==> src/rtl/five_sons_input_ctrl_if.sv <==
// Signal bundle between the push-button front end and the game datapath.
// master drives the keys and game_over; slave is the input controller.
interface five_sons_input_ctrl_if;
  logic key_put;
  logic key_right;
  logic key_down;
  logic game_over;
  logic put;
  logic right;
  logic down;
  logic turn_control;
  logic change_able_read;
  logic control_set;
  logic busy;

  modport master (
    output key_put, key_right, key_down, game_over,
    input  put, right, down, turn_control, change_able_read, control_set, busy
  );

  modport slave (
    input  key_put, key_right, key_down, game_over,
    output put, right, down, turn_control, change_able_read, control_set, busy
  );
endinterface

==> src/rtl/five_sons_input_ctrl.sv <==
// Key synchronise/debounce plus the placement sequencer that drives the datapath strobes.
// Strobes are registered decodes of the FSM state, so they are glitch-free and clear at once on reset.
module five_sons_input_ctrl #(
  parameter int DB_CYCLES = 250000,
  parameter int PULSE_LEN = 4
) (
  input logic                   clock,
  input logic                   resetn,
  five_sons_input_ctrl_if.slave bus
);

  localparam int DBW = (DB_CYCLES > 1) ? $clog2(DB_CYCLES + 1) : 1;
  localparam int PW  = (PULSE_LEN > 1) ? $clog2(PULSE_LEN) : 1;

  typedef enum logic [3:0] {
    S_HOME,
    S_PLAY,
    S_CHOICE,
    S_PUT,
    S_GAP,
    S_TURN,
    S_MOVE_R,
    S_MOVE_D,
    S_OVER
  } state_t;

  // Key index 0 = put, 1 = right, 2 = down.
  logic [2:0] raw;
  logic [2:0] sync1;
  logic [2:0] sync2;
  logic [2:0] key_event;

  assign raw = {bus.key_down, bus.key_right, bus.key_put};

  // NOTE: sequential state always uses non-blocking assignments so every flop
  // samples the pre-edge value regardless of block ordering.
  always_ff @(posedge clock or negedge resetn) begin
    if (!resetn) begin
      sync1 <= '0;
      sync2 <= '0;
    end else begin
      sync1 <= raw;
      sync2 <= sync1;
    end
  end

  for (genvar k = 0; k < 3; k++) begin : g_db
    logic [DBW-1:0] cnt;
    logic           accepted;
    logic           ev;

    // A run of DB_CYCLES samples disagreeing with the accepted level flips it;
    // only a flip to 1 is reported, so a held key fires exactly once.
    always_ff @(posedge clock or negedge resetn) begin
      if (!resetn) begin
        cnt      <= '0;
        accepted <= 1'b0;
        ev       <= 1'b0;
      end else begin
        ev <= 1'b0;
        if (sync2[k] == accepted) begin
          cnt <= '0;
        end else if (cnt == DBW'(DB_CYCLES - 1)) begin
          cnt      <= '0;
          accepted <= sync2[k];
          ev       <= sync2[k];
        end else begin
          cnt <= cnt + 1'b1;
        end
      end
    end

    assign key_event[k] = ev;
  end

  state_t        state_q, state_d;
  logic [PW-1:0] cnt_q, cnt_d;
  logic          last;
  logic          put_d, right_d, down_d, turn_d, car_d, cs_d, busy_d;

  assign last = (cnt_q == PW'(PULSE_LEN - 1));

  always_ff @(posedge clock or negedge resetn) begin
    if (!resetn) begin
      state_q <= S_HOME;
      cnt_q   <= '0;
    end else begin
      state_q <= state_d;
      cnt_q   <= cnt_d;
    end
  end

  // NOTE: every signal written here gets a default first; a path that left
  // one unassigned would infer a latch.
  always_comb begin
    state_d = state_q;
    cnt_d   = '0;
    put_d   = 1'b0;
    right_d = 1'b0;
    down_d  = 1'b0;
    turn_d  = 1'b0;
    car_d   = 1'b0;
    cs_d    = 1'b0;
    busy_d  = 1'b1;

    case (state_q)
      S_HOME: begin
        cs_d = 1'b1;
        if (last) state_d = S_PLAY;
        else      cnt_d   = cnt_q + 1'b1;
      end
      S_PLAY: begin
        busy_d = 1'b0;
        // A win outranks any key seen in the same cycle.
        if (bus.game_over)     state_d = S_OVER;
        else if (key_event[0]) state_d = S_CHOICE;
        else if (key_event[1]) state_d = S_MOVE_R;
        else if (key_event[2]) state_d = S_MOVE_D;
      end
      S_CHOICE: begin
        car_d   = 1'b1;
        state_d = S_PUT;
      end
      S_PUT: begin
        put_d = 1'b1;
        if (last) state_d = S_GAP;
        else      cnt_d   = cnt_q + 1'b1;
      end
      S_GAP: begin
        if (last) state_d = S_TURN;
        else      cnt_d   = cnt_q + 1'b1;
      end
      S_TURN: begin
        turn_d = 1'b1;
        if (last) state_d = S_HOME;
        else      cnt_d   = cnt_q + 1'b1;
      end
      S_MOVE_R: begin
        right_d = 1'b1;
        if (last) state_d = S_PLAY;
        else      cnt_d   = cnt_q + 1'b1;
      end
      S_MOVE_D: begin
        down_d = 1'b1;
        if (last) state_d = S_PLAY;
        else      cnt_d   = cnt_q + 1'b1;
      end
      S_OVER: begin
        busy_d = 1'b0;
      end
      default: begin
        state_d = S_HOME;
      end
    endcase
  end

  always_ff @(posedge clock or negedge resetn) begin
    if (!resetn) begin
      bus.put              <= 1'b0;
      bus.right            <= 1'b0;
      bus.down             <= 1'b0;
      bus.turn_control     <= 1'b0;
      bus.change_able_read <= 1'b0;
      bus.control_set      <= 1'b0;
      bus.busy             <= 1'b0;
    end else begin
      bus.put              <= put_d;
      bus.right            <= right_d;
      bus.down             <= down_d;
      bus.turn_control     <= turn_d;
      bus.change_able_read <= car_d;
      bus.control_set      <= cs_d;
      bus.busy             <= busy_d;
    end
  end

endmodule

==> src/flat_wrapper.sv <==
// flat-port wrapper written by rule: the top's interface ports become plain ports
module five_sons_input_ctrl_flat 
#(
  parameter int DB_CYCLES = 250000,
  parameter int PULSE_LEN = 4
)
  (clock, resetn, bus_key_put, bus_key_right, bus_key_down, bus_game_over, bus_put, bus_right, bus_down, bus_turn_control, bus_change_able_read, bus_control_set, bus_busy);
  five_sons_input_ctrl_if bus_i ();
  input logic clock;
  input logic resetn;
  input wire logic [$bits(bus_i.key_put)-1:0] bus_key_put;
  input wire logic [$bits(bus_i.key_right)-1:0] bus_key_right;
  input wire logic [$bits(bus_i.key_down)-1:0] bus_key_down;
  input wire logic [$bits(bus_i.game_over)-1:0] bus_game_over;
  output wire logic [$bits(bus_i.put)-1:0] bus_put;
  output wire logic [$bits(bus_i.right)-1:0] bus_right;
  output wire logic [$bits(bus_i.down)-1:0] bus_down;
  output wire logic [$bits(bus_i.turn_control)-1:0] bus_turn_control;
  output wire logic [$bits(bus_i.change_able_read)-1:0] bus_change_able_read;
  output wire logic [$bits(bus_i.control_set)-1:0] bus_control_set;
  output wire logic [$bits(bus_i.busy)-1:0] bus_busy;
  assign bus_i.key_put = bus_key_put;
  assign bus_i.key_right = bus_key_right;
  assign bus_i.key_down = bus_key_down;
  assign bus_i.game_over = bus_game_over;
  assign bus_put = bus_i.put;
  assign bus_right = bus_i.right;
  assign bus_down = bus_i.down;
  assign bus_turn_control = bus_i.turn_control;
  assign bus_change_able_read = bus_i.change_able_read;
  assign bus_control_set = bus_i.control_set;
  assign bus_busy = bus_i.busy;
  five_sons_input_ctrl #(.DB_CYCLES(DB_CYCLES), .PULSE_LEN(PULSE_LEN)) u_core (.clock(clock), .resetn(resetn), .bus(bus_i));
endmodule
==> config.mk <==
export PLATFORM = sky130hd
export DESIGN_NAME = five_sons_input_ctrl_flat
export DESIGN_NICKNAME = d
export VERILOG_FILES = /design/src/rtl/five_sons_input_ctrl_if.sv /design/src/rtl/five_sons_input_ctrl.sv /design/src/flat_wrapper.sv
export SDC_FILE = /design/constraint.sdc
export NUM_CORES = 1
export LEC_CHECK = 0
export BUFFER_PORTS_ARGS = -buffer_cell sky130_fd_sc_hd__buf_2
export CAP_MARGIN = 10
export CELL_PAD_IN_SITES_DETAIL_PLACEMENT = 0
export CELL_PAD_IN_SITES_GLOBAL_PLACEMENT = 1
export CORE_UTILIZATION = 44
export CTS_CLUSTER_DIAMETER = 200
export DETAILED_ROUTE_END_ITERATION = 10
export PLACE_DENSITY = 0.75
export SYNTH_ARGS = -nofsm -noshare
export SYNTH_HDL_FRONTEND = slang
export SYNTH_SLANG_ARGS = --single-unit
==> constraint.sdc <==
create_clock -name clock -period 2 [get_ports clock]
set_clock_uncertainty 0.1 [all_clocks]
set_input_delay 0.6 -clock clock [delete_from_list [all_inputs] [get_ports clock]]
set_output_delay 0.6 -clock clock [all_outputs]
set_load 0.01 [all_outputs]
==> metrics.txt <==
first-pass GRT wire length=12400 um; final layout net count=approximately 410; Site Rows=33; initial core utilization=0.453; # hold bufs at CTS=0; crit path launch type=register; setup tns final=0 ns; area grow syn2layout=18.4%; PnR Total Power=3.76 mW; vias in the first global route=2670; clock sinks=79; Core ar.=~0.0082 mm^2; R2R setup slack=0.07 ns; Hold Crit Class=in -> async; pwr dens=between 800 and 900 mW/mm^2; commonest non-fill, non-tap cells in the layout=dfrtp_1 (76), nor2_1 (59), xnor2_1 (36); layout cell share with drive strength beyond 1=0.192; worst skew pair latency=0.36 ns; first-pass iteration count of the detailed router=4; Root Buffer=clkbuf_8; Synth Area in Compound Gates=0.0619; reg2reg start=u_core.g_db[0].cnt[8]; routed vias/inst=5.30; dpl cell area=about 0.004 mm^2; adder-cell share of the synthesized area=0.0135; CP Max Fanout=4; Post-Syn Area=0.00370 mm^2; f_max=roughly 520 MHz; Avg WL per Cell=13.6 um; leak pwr=1.84 nW; Max IR drop VDD=526 uV; Clk pin slew, worst setup/hold paths=0.09 ns; CTS tree=yes; die area=roughly 0.0088 mm^2; H-tree depth=3; dpl ws=just under 0.06 ns; Final min period=1.93 ns; # IOs=13; sequential share of the synthesized area=0.534; Total GRT Usage=0.181; status=finished clean; Final Cycle Share=0.963; largest family of logic cells by synthesized area=simple AND/OR/NAND/NOR gates; Post-Syn Instances=355; Yosys warning count=0; final WL=around 7000 um; Routed Antenna Nets=0; most common cell after layout, fill and taps aside=dfrtp_1; ANT cells=0; reg2reg end=u_core.g_db[0].accepted; Initial DRC Count=a little over 90; Post-synth ARST share=1.00; Final Hold Violating Endpoints=0; final max-slew violation count=0; Synth area leader=dfrtp_1; EDFF count, synth=0; gpl congestion=0.786; Top FF cell, synth=dfrtp_1; max_cap viols=0; Max-slew headroom=0.742; I/O Buffers=12; post-route cell area=between 0.004 and 0.005 mm^2; Vias=2714; Critical Path Start=u_core.g_db[0].cnt[8]; dominant cells by area after synthesis=dfrtp_1 (53%), xnor2_1 (8.5%), nor2_1 (6.0%); mux cell area share after synthesis=0.0129; initial antenna violation count=0; largest net degree at the start of global routing=38; Synth Register Bits=79; crit path to=u_core.g_db[0].accepted; Post-Synth Simple-Gate Area=0.250; deepest clock path buffer count=2; Die Y=93.7 um; Syn Nets=365; Synth Area in XOR/XNOR=0.107; worst-margin pin slew=0.384 ns; R2R cell count=4; CP endpoint kind=register; # DRC=0; Avg Cell Area, Syn=10.4 um^2; CTS buffer count=9; DP HPWL=between 4000 and 5000 um; Final Setup Violations=0; residual overflow from global routing=0; WS Path Type=reg -> reg; Yosys cell types=39; Worst Slack Setup Final=between 0.07 and 0.08 ns; critical path data arrival time=roughly 2 ns; Yosys top cell area share=0.534; Critical Path RT=about 2.1 ns; die width=around 94 um
## worst min-delay path by stage
stage,to,depth (start not counted),start
global route,u_core.bus.down,1,resetn
finish,u_core.bus.put,1,resetn
global placement,u_core.sync2[2],0,u_core.sync1[2]
floorplan,u_core.bus.busy,0,resetn
detailed placement,u_core.sync2[2],0,u_core.sync1[2]
CTS,u_core.bus.put,1,resetn
## power by group
part           internal [mW]  total (mW)  switching (mW)
logic                  0.283       0.615           0.331
registers               1.71        1.80          0.0855
clock network          0.718        1.35           0.627
## kinds of logic (layout without fill, tap and decap cells)
group                    after synthesis  in the layout
flip-flops                            79             79
AND/OR/NAND/NOR                      177            177
buffers and inverters                 19             71
XOR/XNOR                              45             45
adder cells (fa/ha/maj)                4              4
multiplexers                           4              4
AO/OA/AOI/OAI                         27             27
## through the flow
| stage | hold WS (ns) | utilization | std cells |
|---|---|---|---|
| floorplan | 0.204 | - | 355 |
| global placement | 0.235 | 0.503 | 495 |
| detailed placement | 0.243 | 0.503 | 495 |
| CTS | 0.0557 | 0.531 | 511 |
| global route | 0.0701 | 0.536 | 512 |
| finish | 0.0499 | 0.536 | 512 |
## cell type report
class                   instances  area, um^2
fillers                       732        3790
multi-input cells             257        1680
inverters                       9        33.8
flip-flops and latches         79        1980
repair buffers                 46         330
clock buffers                   9         124
well taps                     105         131
clock inverters                 7         103
## metal layers
metal	global-route usage	vias to the layer above	part of all wire
met3	0.0429	9	0.033
met2	0.271	46	0.45
met5	0	-	0
li1	-	1348	-
met1	0.254	1311	0.50
met4	0.0718	0	0.015
## critical path: stages, from the launching register on
cell	delay [ns]
dfrtp_1	0.44
nor4_2	0.24
nand2_1	0.10
or4_1	0.59
mux2_1	0.34
## flip-flops by register name, indices dropped and copies added, names as in the netlist
name	count
u_core.bus.busy	1
u_core.bus.change_able_read	1
u_core.bus.control_set	1
u_core.bus.down	1
u_core.bus.put	1
u_core.bus.right	1
u_core.bus.turn_control	1
u_core.cnt_q	2
u_core.g_db.accepted	3
u_core.g_db.cnt	54
u_core.g_db.ev	3
u_core.state_q	4
u_core.sync1	3
u_core.sync2	3
## synth_stat cells, types with 3 or more instances
library cell / n
nor4_1: 21
inv_1: 9
a21oi_1: 8
nor3b_1: 5
ha_1: 4
or3_1: 8
o41ai_4: 3
nand2_1: 17
or4_1: 5
dfrtp_1: 79
nand4_1: 10
nand2b_1: 3
nor2b_1: 3
xnor2_1: 36
xor2_1: 9
o21ai_0: 6
nor3_1: 14
nor2_1: 59
clkbuf_1: 6
o31ai_1: 4
and3_1: 3
buf_2: 4
nand3_1: 19
## repair_timing
action / in CTS / in global routing
endpoints found under the setup margin: 0 / 6
buffers inserted: 0 / 1
gates resized for setup: 0 / 9
Note: power is estimated with default switching activity, not from simulation.
